File: config.mk
export PLATFORM = sky130hd
export DESIGN_NAME = spi_adc_scanner
export DESIGN_NICKNAME = d
export VERILOG_FILES = /design/src/rtl/spi_adc_scanner.sv
export SDC_FILE = /design/constraint.sdc
export NUM_CORES = 1
export LEC_CHECK = 0
export CAP_MARGIN = 0
export CORE_AREA = 5 5 70 72
export DETAILED_ROUTE_END_ITERATION = 10
export DIE_AREA = 0 0 75 77
export PLACE_DENSITY_LB_ADDON = 0.25
export SYNTH_ARGS = -nofsm -noshare
export SYNTH_HDL_FRONTEND = slang
export SYNTH_SLANG_ARGS = --single-unit
File: constraint.sdc
create_clock -name clk -period 2.35 [get_ports clk]
set_input_delay 0.5875 -clock clk [delete_from_list [all_inputs] [get_ports clk]]
set_output_delay 0.5875 -clock clk [all_outputs]
set_load 0.01 [all_outputs]
File: src/rtl/spi_adc_scanner.sv
// spi_adc_scanner: SPI mode-0 master that round-robins a multi-channel SAR ADC
// over an enable mask and presents each conversion with a one-cycle strobe.
// Optional build macro: SPI_ADC_OVERSAMPLE_EN (average 4 frames per result).
module spi_adc_scanner #(
  parameter int CLK_DIV   = 4,
  parameter int NUM_CH    = 2,
  parameter int DATA_W    = 10,
  parameter int NULL_BITS = 1,
  parameter int GAP_CYC   = 8,
  localparam int CH_W     = $clog2(NUM_CH)
) (
  input  logic              clk,
  input  logic              reset,
  input  logic              en,
  input  logic [NUM_CH-1:0] ch_mask,
  input  logic              din,
  output logic              sclk,
  output logic              dout,
  output logic              ncs,
  output logic [DATA_W-1:0] sample,
  output logic [CH_W-1:0]   sample_ch,
  output logic              sample_valid,
  output logic              busy
);

  localparam int FRAME_BITS = 1 + CH_W + NULL_BITS + DATA_W;
  localparam int CNT_MAX    = (CLK_DIV > GAP_CYC) ? CLK_DIV : GAP_CYC;
  localparam int CNT_W      = $clog2(CNT_MAX + 1);
  localparam int RISE_W     = $clog2(FRAME_BITS + 1);

  typedef enum logic [2:0] {S_IDLE, S_SETUP, S_SHIFT, S_DONE, S_GAP} state_t;

  state_t                state_q, state_d;
  logic [CNT_W-1:0]      cnt_q;      // clk cycles within an SCLK half or the gap
  logic                  sclk_q;     // SCLK level while shifting
  logic [RISE_W-1:0]     rise_q;     // SCLK rising edges issued this frame
  logic [FRAME_BITS-1:0] cmd_q;      // command word, MSB drives dout
  logic [DATA_W-1:0]     rx_q;       // last DATA_W bits seen on din
  logic [CH_W-1:0]       ptr_q;      // last channel selected
  logic [CH_W-1:0]       cur_ch_q;   // channel of the frame in flight
  logic [CH_W-1:0]       hi_ch, lo_ch, pick_ch, start_ch;
  logic                  found_hi, start, half_end, frame_end;

`ifdef SPI_ADC_OVERSAMPLE_EN
  logic [1:0]            os_cnt_q;   // sub-frames completed in the current group
  logic [DATA_W+1:0]     acc_q;
  logic [DATA_W+1:0]     sum;

  assign sum      = acc_q + {2'b00, rx_q};
  // A group in progress keeps its channel and ignores the mask until it closes.
  assign start    = en && ((os_cnt_q != 2'd0) || (|ch_mask));
  assign start_ch = (os_cnt_q != 2'd0) ? cur_ch_q : pick_ch;
`else
  assign start    = en && (|ch_mask);
  assign start_ch = pick_ch;
`endif

  assign half_end  = (cnt_q == CNT_W'(CLK_DIV - 1));
  assign frame_end = half_end && !sclk_q && (rise_q == RISE_W'(FRAME_BITS));

  // Next enabled channel after the pointer: lowest above it, else lowest overall.
  always_comb begin
    // NOTE: every always_comb output gets a default first so no path can infer a latch.
    found_hi = 1'b0;
    hi_ch    = '0;
    lo_ch    = '0;
    for (int j = NUM_CH - 1; j >= 0; j--) begin
      if (ch_mask[j]) begin
        if (CH_W'(j) > ptr_q) begin
          found_hi = 1'b1;
          hi_ch    = CH_W'(j);
        end else begin
          lo_ch = CH_W'(j);
        end
      end
    end
    pick_ch = found_hi ? hi_ch : lo_ch;
  end

  // Next-state and pin decode; pins are pure functions of registered state.
  always_comb begin
    state_d      = state_q;
    ncs          = 1'b1;
    sclk         = 1'b0;
    dout         = 1'b0;
    sample_valid = 1'b0;
    busy         = (state_q != S_IDLE);
    case (state_q)
      S_IDLE:  if (start) state_d = S_SETUP;
      S_SETUP: begin
        ncs  = 1'b0;
        dout = cmd_q[FRAME_BITS-1];
        if (half_end) state_d = S_SHIFT;
      end
      S_SHIFT: begin
        ncs  = 1'b0;
        sclk = sclk_q;
        dout = cmd_q[FRAME_BITS-1];
        if (frame_end) state_d = S_DONE;
      end
      S_DONE: begin
`ifdef SPI_ADC_OVERSAMPLE_EN
        sample_valid = (os_cnt_q == 2'd0);  // counter wrapped on the 4th frame
`else
        sample_valid = 1'b1;
`endif
        state_d = S_GAP;
      end
      S_GAP:   if (cnt_q == CNT_W'(GAP_CYC - 1)) state_d = S_IDLE;
      default: state_d = S_IDLE;
    endcase
  end

  // State register; async reset aborts any frame and raises nCS at once.
  always_ff @(posedge clk or posedge reset) begin
    // NOTE: sequential state uses non-blocking assignments so all registers update together.
    if (reset) state_q <= S_IDLE;
    else       state_q <= state_d;
  end

  // Datapath: SCLK divider, command shifter, receive shifter and result capture.
  always_ff @(posedge clk or posedge reset) begin
    if (reset) begin
      cnt_q     <= '0;
      sclk_q    <= 1'b0;
      rise_q    <= '0;
      cmd_q     <= '0;
      rx_q      <= '0;
      ptr_q     <= CH_W'(NUM_CH - 1);
      cur_ch_q  <= '0;
      sample    <= '0;
      sample_ch <= '0;
`ifdef SPI_ADC_OVERSAMPLE_EN
      os_cnt_q  <= '0;
      acc_q     <= '0;
`endif
    end else begin
      case (state_q)
        S_IDLE: begin
          cnt_q  <= '0;
          sclk_q <= 1'b0;
          rise_q <= '0;
          if (start) begin
            ptr_q    <= start_ch;
            cur_ch_q <= start_ch;
            cmd_q    <= FRAME_BITS'({1'b1, start_ch}) << (NULL_BITS + DATA_W);
          end
`ifdef SPI_ADC_OVERSAMPLE_EN
          if (!en) begin
            os_cnt_q <= '0;
            acc_q    <= '0;
          end
`endif
        end
        S_SETUP, S_SHIFT: begin
          if (half_end) begin
            cnt_q <= '0;
            if (sclk_q) begin
              // Falling edge: present the next command bit.
              sclk_q <= 1'b0;
              cmd_q  <= cmd_q << 1;
            end else if (!frame_end) begin
              // Rising edge: sample din; only the last DATA_W survive.
              sclk_q <= 1'b1;
              rise_q <= rise_q + 1'b1;
              rx_q   <= {rx_q[DATA_W-2:0], din};
            end else begin
`ifdef SPI_ADC_OVERSAMPLE_EN
              os_cnt_q <= os_cnt_q + 1'b1;
              if (os_cnt_q == 2'd3) begin
                sample    <= sum[DATA_W+1:2];
                sample_ch <= cur_ch_q;
                acc_q     <= '0;
              end else begin
                acc_q <= sum;
              end
`else
              sample    <= rx_q;
              sample_ch <= cur_ch_q;
`endif
            end
          end else begin
            cnt_q <= cnt_q + 1'b1;
          end
        end
        S_GAP: begin
          if (cnt_q == CNT_W'(GAP_CYC - 1)) cnt_q <= '0;
          else                              cnt_q <= cnt_q + 1'b1;
        end
        default: cnt_q <= '0;
      endcase
    end
  end

endmodule

**Word level (Yosys, flattened, before mapping)**

Cells that the tools add are included.
W data, S select, Z words.

- $lt $le $gt $ge: 2
- Equal/unequal tests: 15
- Add/sub/neg operators: 2
- Bitwise operators: 2
- Mux-type cells: 35
- Reductions and logical operators: 16

Operators by type and width:

| kind | number |
|---|---|
| $mux W13 | 3 |
| $pmux W13 S2 | 1 |
| $mux W4 | 5 |
| $reduce_and A4 Y1 | 5 |
| $mux W1 | 18 |
| $pmux W4 S2 | 2 |
| $pmux W3 S5 | 1 |
| $mux W3 | 4 |
| $ne A2 B2 Y1 const B | 6 |
| $add A4 B1 Y4 const B | 2 |
| $eq A3 B2 Y1 const B | 2 |
| $eq A4 B2 Y1 const B | 1 |
| $eq A4 B3 Y1 const B | 1 |
| $eq A4 B4 Y1 const B | 1 |
| $ne A2 B1 Y1 const B | 2 |
| $reduce_and A2 Y1 | 2 |
| $reduce_or A2 Y1 | 2 |
| $eq A3 B1 Y1 const B | 1 |
| $eq A3 B3 Y1 const B | 1 |
| $logic_and A1 B1 Y1 | 3 |
| $logic_not A3 Y1 | 1 |
| $reduce_bool A3 Y1 | 1 |
| $gt A1 B1 Y1 const A | 2 |
| $not A1 Y1 | 2 |
| other kinds (3) | 3 |

- Output and inout bits: 16
- Register bits after elaboration: 48
- Input bits: 6
- Word-level logic and storage cells: 82

**Depth between registers and ports, before layout**

Gate-level depths: netlist of the first run.

- Depth in word-level cells: 8
- Gate-level depth with buffers: 8
- Mapped depth without buffers: 6

**Worst setup path after synthesis of the first run**

Ideal clock, no wire load.

- Path kind: register -> register
- From: register cnt_q[0]
- To: register sample[0]
- Library setup time: 125 ps
- Path slack: 272 ps
- Path buffers: 1
- Stages on the path, launching flop included: 6
- Data arrival time: 1953 ps
- Period minus slack after synthesis: 2078 ps
- Required time: 2225 ps
- Cells stage by stage: dfrtp_1 ha_1 or4b_4 nor4b_1 buf_4 mux2_2

- Longest elaborated chain between the ends: 4

Ends and longest elaborated chain:

| element | line | source |
|---|---|---|
| from (decl) | 34 | `logic [CNT_W-1:0] cnt_q;` |
| from (signal assigned) | 183 | `cnt_q <= cnt_q + 1'b1;` |
| from (signal assigned) | 188 | `else cnt_q <= cnt_q + 1'b1;` |
| $eq A4 B2 Y1 (*) | 58 | `assign half_end = (cnt_q == CNT_W'(CLK_DIV - 1));` |
| $logic_and A1 B1 Y1 (2 in series) | 59 | `assign frame_end = half_end && !sclk_q && (rise_q == RISE_W'(FRAME_BITS));` |
| $reduce_and A4 Y1 (no line) (*) | n/a |  |
| to (signal assigned) | 178 | `sample <= rx_q;` |
| to (decl) | 20 | `output logic [DATA_W-1:0] sample,` |

Mark *: on every way between the ends. The rest lies on a longest branch, timed or not.
A chain may end at the register's enable or synchronous reset.

**Final worst setup path of the first run**

- From: register state_q[0]
- To: output port dout

- Longest elaborated chain between the ends: 3
- Elaborated cells on any way between the ends: 4
- Classes of those cells: eq/ne: 2; mux: 1; reduce/logical: 1

Ends and longest elaborated chain:

| element | line | source |
|---|---|---|
| from (decl) | 33 | `state_t state_q, state_d;` |
| from (signal assigned) | 118 | `else state_q <= state_d;` |
| $eq A3 B1 Y1 / $eq A3 B2 Y1 (equally long branches) | 88 | `case (state_q)` |
| $reduce_or A2 Y1 (no line) (*) | n/a |  |
| $mux W1 (*) | 88 |  |
| to (decl) | 18 | `output logic dout,` |

Marks and branches as above.

==> metrics, run 1 <==
outcome=finished, final reports clean; clk_lat worst skew=0.29 ns; most frequent cells in the layout=nand2_1, dfrtp_1, clkdlybuf4s50_1, buf_4, mux2_2; worst hold path type=register to register; R2R depth=6; CORE AREA=about 4200 um2; Setup TNS=0 ns; Slew headroom=approximately 70%; Worst Tran Pin Value=0.457 ns; routed via count=1272; H-tree levels=2; Syn Area/Cell=about 10 um2; post-synth top area cell=dfrtp_1; worst-path fanout max=4; GRT Util Overall=12.9%; sequential share of the synthesized area=54.8%; Crit. End Element=output port; Startpoint Class=register; net switching power=0.000250 W; fmax=436 MHz; Final Util=50.4%; Die Y=77 um; fraction of layout cells with a size suffix above 1=22.1%; ys flop type=dfrtp_1; Synth Cell Area=1690 um2; Lkg Pwr=~1.1 nW; post-DR wirelength/cell=approximately 13 um; Hold Path Stages=1; Max Slew Vio Count=0; top-area cell type share of the netlist area=53.2%; Cell variety after synth=around 40; Final Total Pwr=0.00111 W; r2r setup slk=about 0.20 ns; sequential cell area=928 um2; Cell Rows=24; initial antenna violation count=0; Seq cells post-synth=37; clk root buf=clkbuf_8; clock transition at the registers of the reported paths=0.07 ns; yosys warns=0; commonest non-fill, non-tap cell in the layout=nand2_1; clock power share=39.1%; P&R area growth vs syn=26.2%; post-synthesis instance total=around 160; DR iter-0 viols=78; clk_skew=approximately 0.0054 ns; RR Startpoint=cnt_q[0]; sw frac=22.5%; cell internal pwr=0.000857 W; post-layout min period=around 2.3 ns; Tcrit/Tclk final=between 90% and 100%; post-route DRC violation count=0; multi-input logic area=a little over 700 um2; area of the die=around 5800 um2; largest cells by area after synthesis=dfrtp_1, nand2_1, mux2_2; Hold Path End=cnt_q[0]; GR Overflow Total=0; R2R Path End=rise_q[3]; final hold vios=0; Max Cap Viol=0; Post-Syn Nets=173; post-DP HPWL=2.41 mm; Power Dens Cells=approximately 520 nW/um2; Comb power frac=2.6%; CP Class=register to output port; Port Buffers=21; Diodes inserted=0; # nets final=207; Filler cells=380; Initial Utilization=40.0%; Post-Route WL=3.39 mm; # IOs=22; Arr. time, crit path=1.71 ns; Sink Count=37; post-route ant nets=0; placer's final routability congestion estimate=0.795; largest net degree at the start of global routing=38; Vias/cell=5.07; iteration count of the initial detailed-routing pass=4; Final setup viols=0; first-pass GRT wire length=between 5 and 6 mm; worst vdd ir=0.300 mV; CP required=between 1.5 and 2 ns; sequential power share=58.3%; CTS tree=done; Post-synth EDFFs=0; vias in the first global route=~1400; cts bufs inserted=5; Worst Min Path Start=cnt_q[0]; asr flop ratio synth=between 90% and 100%; CTS max path bufs=2; Die Wd=between 70 and 80 um
routing by layer:
layer	vias up	global-route usage (%)	wire, um	part of all wire (%)
met3	11	3.14	136	4.0
met1	611	14.0	1380	41
met5	-	0	0	0
met2	27	22.4	1760	52
li1	623	-	-	-
met4	0	7.12	116	3.4
final cells by class:
| cell class | instances | area share, % |
|---|---|---|
| Tap cell | 52 | 3.05 |
| Inverter | 6 | 1.05 |
| Timing Repair Buffer | 34 | 14.5 |
| Sequential cell | 37 | 43.5 |
| Clock buffer | 5 | 3.22 |
| Multi-Input combinational cell | 114 | 33.9 |
| Clock inverter | 3 | 0.820 |
cells in the mapped netlist (2+ instances only):
master,number
a21oi_1,4
and3_1,3
and3b_1,2
buf_2,2
clkbuf_1,3
dfrtp_1,36
ha_1,3
inv_1,6
mux2_2,12
nand2_1,38
nand2b_1,4
nand3_1,6
nand3b_1,2
nor2_1,8
nor2b_1,2
o21ai_0,7
o22ai_1,2
sequential cells by signal (all words and copies together) (netlist names):
signal,cells
rx_q,10
sample,10
cnt_q,4
rise_q,4
state_q,3
cmd_q,2
cur_ch_q,1
ptr_q,1
sample_ch,1
sclk_q,1
how the worst max path moves through the flow:
stage               start         to  slack [ns]  cells past startpoint
2_1_floorplan    cnt_q[0]  sample[0]        0.27                      5
3_3_place_gp           en  cmd_q[12]        0.20                      5
3_5_place_dp           en  cmd_q[12]        0.09                      5
4_1_cts        state_q[2]       busy        0.02                      3
5_1_grt        state_q[0]       busy       -0.01                      4
6_report       state_q[0]       dout        0.06                      4
per-stage QoR:
stage / instances / cell area, um2 / hold WS [ns] / setup WS (ns)
floorplan: 164 / 1690 / 0.433 / 0.272
global placement: 240 / 2020 / 0.445 / 0.205
detailed placement: 240 / 2020 / 0.453 / 0.0888
CTS: 248 / 2100 / 0.462 / 0.0152
global route: 251 / 2140 / 0.487 / -0.0119
finish: 251 / 2140 / 0.458 / 0.0551
what timing repair did:
| item | 4_1_cts | 5_1_grt |
|---|---|---|
| cloned | 0 | 0 |
| setup buffers | 0 | 3 |
| pin swaps | 0 | 1 |
| endpoints found under the setup margin | 1 | 3 |
| hold buffers | 0 | 0 |
| gates resized for setup | 1 | 3 |
worst max-delay path, cell delays in order, from the launching register on:
cell and delay [ns]:
dfrtp_1 0.42, xnor2_1 0.17, nor2_2 0.17, and2_1 0.14
clkdlybuf4s50_1 0.53
logic make-up after synthesis:
kind of cell	Yosys count	synth area share (%)
and+or+nand+nor	76	22.3
AOI/OAI and AO/OA	21	7.98
muxes	12	7.98
DFF	37	54.8
xor gates and xnor gates	2	1.03
buffers and inverters	13	3.70
adders and majority gates	3	2.22
power groups by stage:
stage | clock [W] | sequential (W) | combinational (W)
5_1_grt | 0.000473 | 0.000646 | 0.0000334
4_1_cts | 0.000449 | 0.000645 | 0.0000299
3_5_place_dp | 0 | 0.000658 | 0.0000296
3_3_place_gp | 0 | 0.000658 | 0.0000284
6_report | 0.000433 | 0.000646 | 0.0000284
2_1_floorplan | 0 | 0.000657 | 0.0000140
Note: power is estimated with default switching activity, not from simulation.
==> inputs of run 2 (changes only) <==
--- a/config.mk
+++ b/config.mk
@@ -9,7 +9,9 @@
 export CORE_AREA = 5 5 70 72
 export DETAILED_ROUTE_END_ITERATION = 10
 export DIE_AREA = 0 0 75 77
+export DONT_BUFFER_PORTS = 1
 export PLACE_DENSITY_LB_ADDON = 0.25
 export SYNTH_ARGS = -nofsm -noshare
 export SYNTH_HDL_FRONTEND = slang
 export SYNTH_SLANG_ARGS = --single-unit
+export TNS_END_PERCENT = 50
==> metrics, run 2 (synthesis gave the netlist of run 1 again) <==
Initial Utilization=40.0%; Startpoint Class=register; hold_buf cts=0; commonest non-fill, non-tap cell in the layout=nand2_1; fmax=approximately 450 MHz; post-CTS setup buffer count=0; Max Cap Viol=0; Arr. time, crit path=between 1.5 and 2 ns; Worst Tran Pin Value=0.459 ns; Lkg Pwr=0.937 nW; P&R area growth vs syn=10.6%; Tcrit/Tclk final=between 90% and 100%; Cell Chain, Critical Path=xnor2_1, nor2_1, and2_1; Final setup viols=0; worst hold path type=primary input to asynchronous set/reset pin; Post-CTS Resized=0; iteration count of the initial detailed-routing pass=4; Setup TNS=0 ns; most frequent cells in the layout=nand2_1, dfrtp_1, mux2_2, nor2_1; final hold vios=0; cts bufs inserted=5; Die Y=just under 80 um; post-route ant nets=0; Vias/cell=5.14; Post-Route WL=3.14 mm; Die Wd=75 um; Crit. End Element=output port; area of the die=around 5800 um2; Max Slew Vio Count=0; CP max-delay cell=dfrtp_1; post-DR wirelength/cell=14.1 um; largest net degree at the start of global routing=21; RSZ-0062 raised after global routing=false; Place WS=0.225 ns; post-route DRC violation count=0; outcome=finished, final reports clean; fraction of layout cells with a size suffix above 1=19.9%; Port Buffers=0; CP Class=register to output port; CP peak stage delay=0.53 ns; initial antenna violation count=0; Diodes inserted=0; hold_ws=0.231 ns; DR iter-0 viols=83; largest registers=rx_q x10, sample x10; clock transition at the registers of the reported paths=0.07 ns; CORE AREA=4230 um2; placer's final routability congestion estimate=0.727; Slew headroom=a little under 70%; worst-path fanout max=14; first-pass GRT wire length=approximately 5.5 mm; H-tree levels=2; # IOs=22; clk_skew=0.00588 ns; Sink Count=37; worst path bufs/invs=0; clk root buf=clkbuf_8; CTS max path bufs=2; vias in the first global route=1186; worst vdd ir=0.279 mV; routed via count=1147; GR Overflow Total=0; Cell Rows=24; GRT Util Overall=12.5%; post-DP HPWL=2.25 mm; Crit path max-delay family=flip-flops; Power Dens Cells=593 nW/um2; clk_lat worst skew=0.28 ns; CP required=1.76 ns; CTS tree=done; post-layout min period=around 2.2 ns; worst setup margin=around 0.14 ns; # nets final=180
[run 2: per-stage QoR]
step / util [%] / instances / cell area (um2) / total power [W]
2_1_floorplan: - / 164 / 1690 / 0.000671
4_1_cts: 44.2 / 223 / 1870 / 0.00114
6_report: 44.2 / 223 / 1870 / 0.00111
5_1_grt: 44.2 / 223 / 1870 / 0.00116
3_3_place_gp: 42.1 / 216 / 1780 / 0.000679
3_5_place_dp: 42.1 / 216 / 1780 / 0.000680
[run 2: where the power goes]
part / leakage, nW / internal, W / switching [W]
Combinational: 0.419 / 0.00000488 / 0.0000158
Clock: 0.0433 / 0.000232 / 0.000212
Sequential: 0.475 / 0.000642 / 0.00000411
[run 2: cell type report]
type | count | area, um2
fillers | 406 | 2360
flip-flops and latches | 37 | 927
multi-input cells | 114 | 716
clock buffers | 6 | 82.6
well taps | 52 | 65.1
repair buffers | 7 | 52.6
inverters | 6 | 22.5
clock inverters | 1 | 7.51
[run 2: metal layers]
metal	GRT usage [%]	routed length, um	part of all wire, %
met5	0	0	0
met4	3.74	40	1.3
met3	5.10	159	5.1
met2	19.9	1600	51
met1	15.3	1340	43
[run 2: path summary, 6_finish.rpt]
path / startpoint / endpoint / cells after the start / slack [ns]
worst min register to register: cnt_q[0] / cnt_q[0] / 1 / 0.46
min in group clk: ch_mask[1] / ptr_q / 2 / 0.42
worst max register to register: cnt_q[0] / rise_q[3] / 6 / 0.22
max in group asynchronous: reset / ptr_q / 2 / 1.86
worst min-delay path: reset / sample_ch / 2 / 0.23
worst max-delay path: state_q[1] / dout / 3 / 0.14
==> inputs of run 3 (changes only) <==
--- a/config.mk
+++ b/config.mk
@@ -10,7 +10,7 @@
 export DETAILED_ROUTE_END_ITERATION = 10
 export DIE_AREA = 0 0 75 77
 export DONT_BUFFER_PORTS = 1
-export PLACE_DENSITY_LB_ADDON = 0.25
+export PLACE_DENSITY = 0.58
 export SYNTH_ARGS = -nofsm -noshare
 export SYNTH_HDL_FRONTEND = slang
 export SYNTH_SLANG_ARGS = --single-unit
==> metrics, run 3 (synthesis gave the netlist of run 1 again) <==
post-route ant nets=0; cell internal pwr=0.000964 W; hold_buf cts=0; clk root buf=clkbuf_8; clk_lat worst skew=0.29 ns; routed via count=1167; CORE AREA=4230 um2; Cell Rows=24; post-layout min period=2.19 ns; largest registers=rx_q x10, sample x10; Max Slew Vio Count=0; outcome=finished, final reports clean; placer's final routability congestion estimate=about 0.72; # nets final=180; Comb power frac=1.7%; R2R depth=6; Slew headroom=67.4%; Max Cap Viol=0; post-DP HPWL=2.22 mm; Lkg Pwr=0.948 nW; post-CTS setup buffer count=0; clk_skew=roughly 0.0083 ns; Crit. Startpoint=state_q[1]; Filler cells=397; Vias/cell=between 5 and 6; fmax=457 MHz; GRT Util Overall=12.8%; H-tree levels=2; Post-Route WL=approximately 3.3 mm; final hold vios=0; CTS tree=done; Crit. End Element=output port; post-route DRC violation count=0; worst hold path type=primary input to asynchronous set/reset pin; sw frac=between 20% and 30%; Tcrit/Tclk final=93.1%; clock transition at the registers of the reported paths=0.08 ns; Final setup viols=0; fraction of layout cells with a size suffix above 1=between 20% and 30%; Die Wd=75 um; vias in the first global route=1210; post-DR wirelength/cell=14.6 um; Port Buffers=0; cts bufs inserted=5; Initial Utilization=40.0%; iteration count of the initial detailed-routing pass=4; Top Usage Layer GRT=met2; area of the die=5780 um2; # IOs=22; largest net degree at the start of global routing=21; Setup TNS=0 ns; Sink Count=37; P&R area growth vs syn=12.1%; worst vdd ir=0.245 mV; RR Startpoint=cnt_q[0]; GR Overflow Total=0; GRT met2 Usage=19.7%; Post-CTS Resized=0; initial antenna violation count=0; GR Util met3=4.31%; CP required=~1.8 ns; net switching power=between 0.0002 and 0.0003 W; most frequent cells in the layout=nand2_1, dfrtp_1, mux2_2, nor2_1; Final Total Pwr=roughly 0.0012 W; CP Class=register to output port; sequential power share=52.6%; clock power share=45.7%; first-pass GRT wire length=5.71 mm; met1 Use GR=16.4%; Startpoint Class=register; commonest non-fill, non-tap cell in the layout=nand2_1; Diodes inserted=0; Arr. time, crit path=1.60 ns; RSZ-0062 raised after global routing=false; CTS max path bufs=2; worst-path fanout max=14; Power Dens Cells=~650 nW/um2; Die Y=roughly 77 um; Worst Tran Pin Value=0.489 ns; DR iter-0 viols=113
-- run 3: cell count changes in the layout (fill, tap and decap cells not counted) --
cell and change:
bufinv_16 +1, clkinv_4 +1, clkbuf_8 -1
-- run 3: worst paths after layout --
path / slack (ns) / endpoint
hold / removal: 0.22 / rise_q[0]
min in group clk: 0.41 / ptr_q
setup / recovery: 0.16 / dout
hold reg to reg: 0.46 / cnt_q[0]
setup reg to reg: 0.21 / rise_q[3]
max in group asynchronous: 1.87 / ptr_q
-- run 3: layout make-up --
class / count / area [um2] / share of cell area (%)
timing repair buffer: 7 / 52.6 / 2.77
tap: 52 / 65.1 / 3.43
sequential: 37 / 927 / 48.8
inverter: 6 / 22.5 / 1.19
clock buffer: 5 / 68.8 / 3.63
clock inverter: 3 / 46.3 / 2.44
multi-input combinational: 114 / 716 / 37.7
-- run 3: through the flow --
stage	hold WS [ns]	utilization, %	cell area, um2	setup WS [ns]	std cells
floorplan	0.433	-	1690	0.272	164
global placement	0.444	42.1	1780	0.285	216
detailed placement	0.459	42.1	1780	0.202	216
CTS	0.225	44.8	1900	0.152	224
global route	0.242	44.8	1900	0.0427	224
finish	0.219	44.8	1900	0.163	224
-- run 3: power by group through the flow --
stage,Combinational (W),Sequential [W],Clock (W)
2_1_floorplan,0.0000140,0.000657,0
3_3_place_gp,0.0000211,0.000658,0
3_5_place_dp,0.0000217,0.000658,0
4_1_cts,0.0000219,0.000645,0.000572
5_1_grt,0.0000257,0.000646,0.000605
6_report,0.0000204,0.000645,0.000561
-- run 3: critical path: stages (launching register included) --
cell	delay, ns
dfrtp_1	0.53
xnor2_1	0.42
nor2_1	0.14
and2_1	0.23
-- run 3: routing by layer --
metal	part of all wire [%]	vias up
met4	1.6	0
met5	0	-
met3	4.9	6
li1	-	567
met2	48	20
met1	45	574
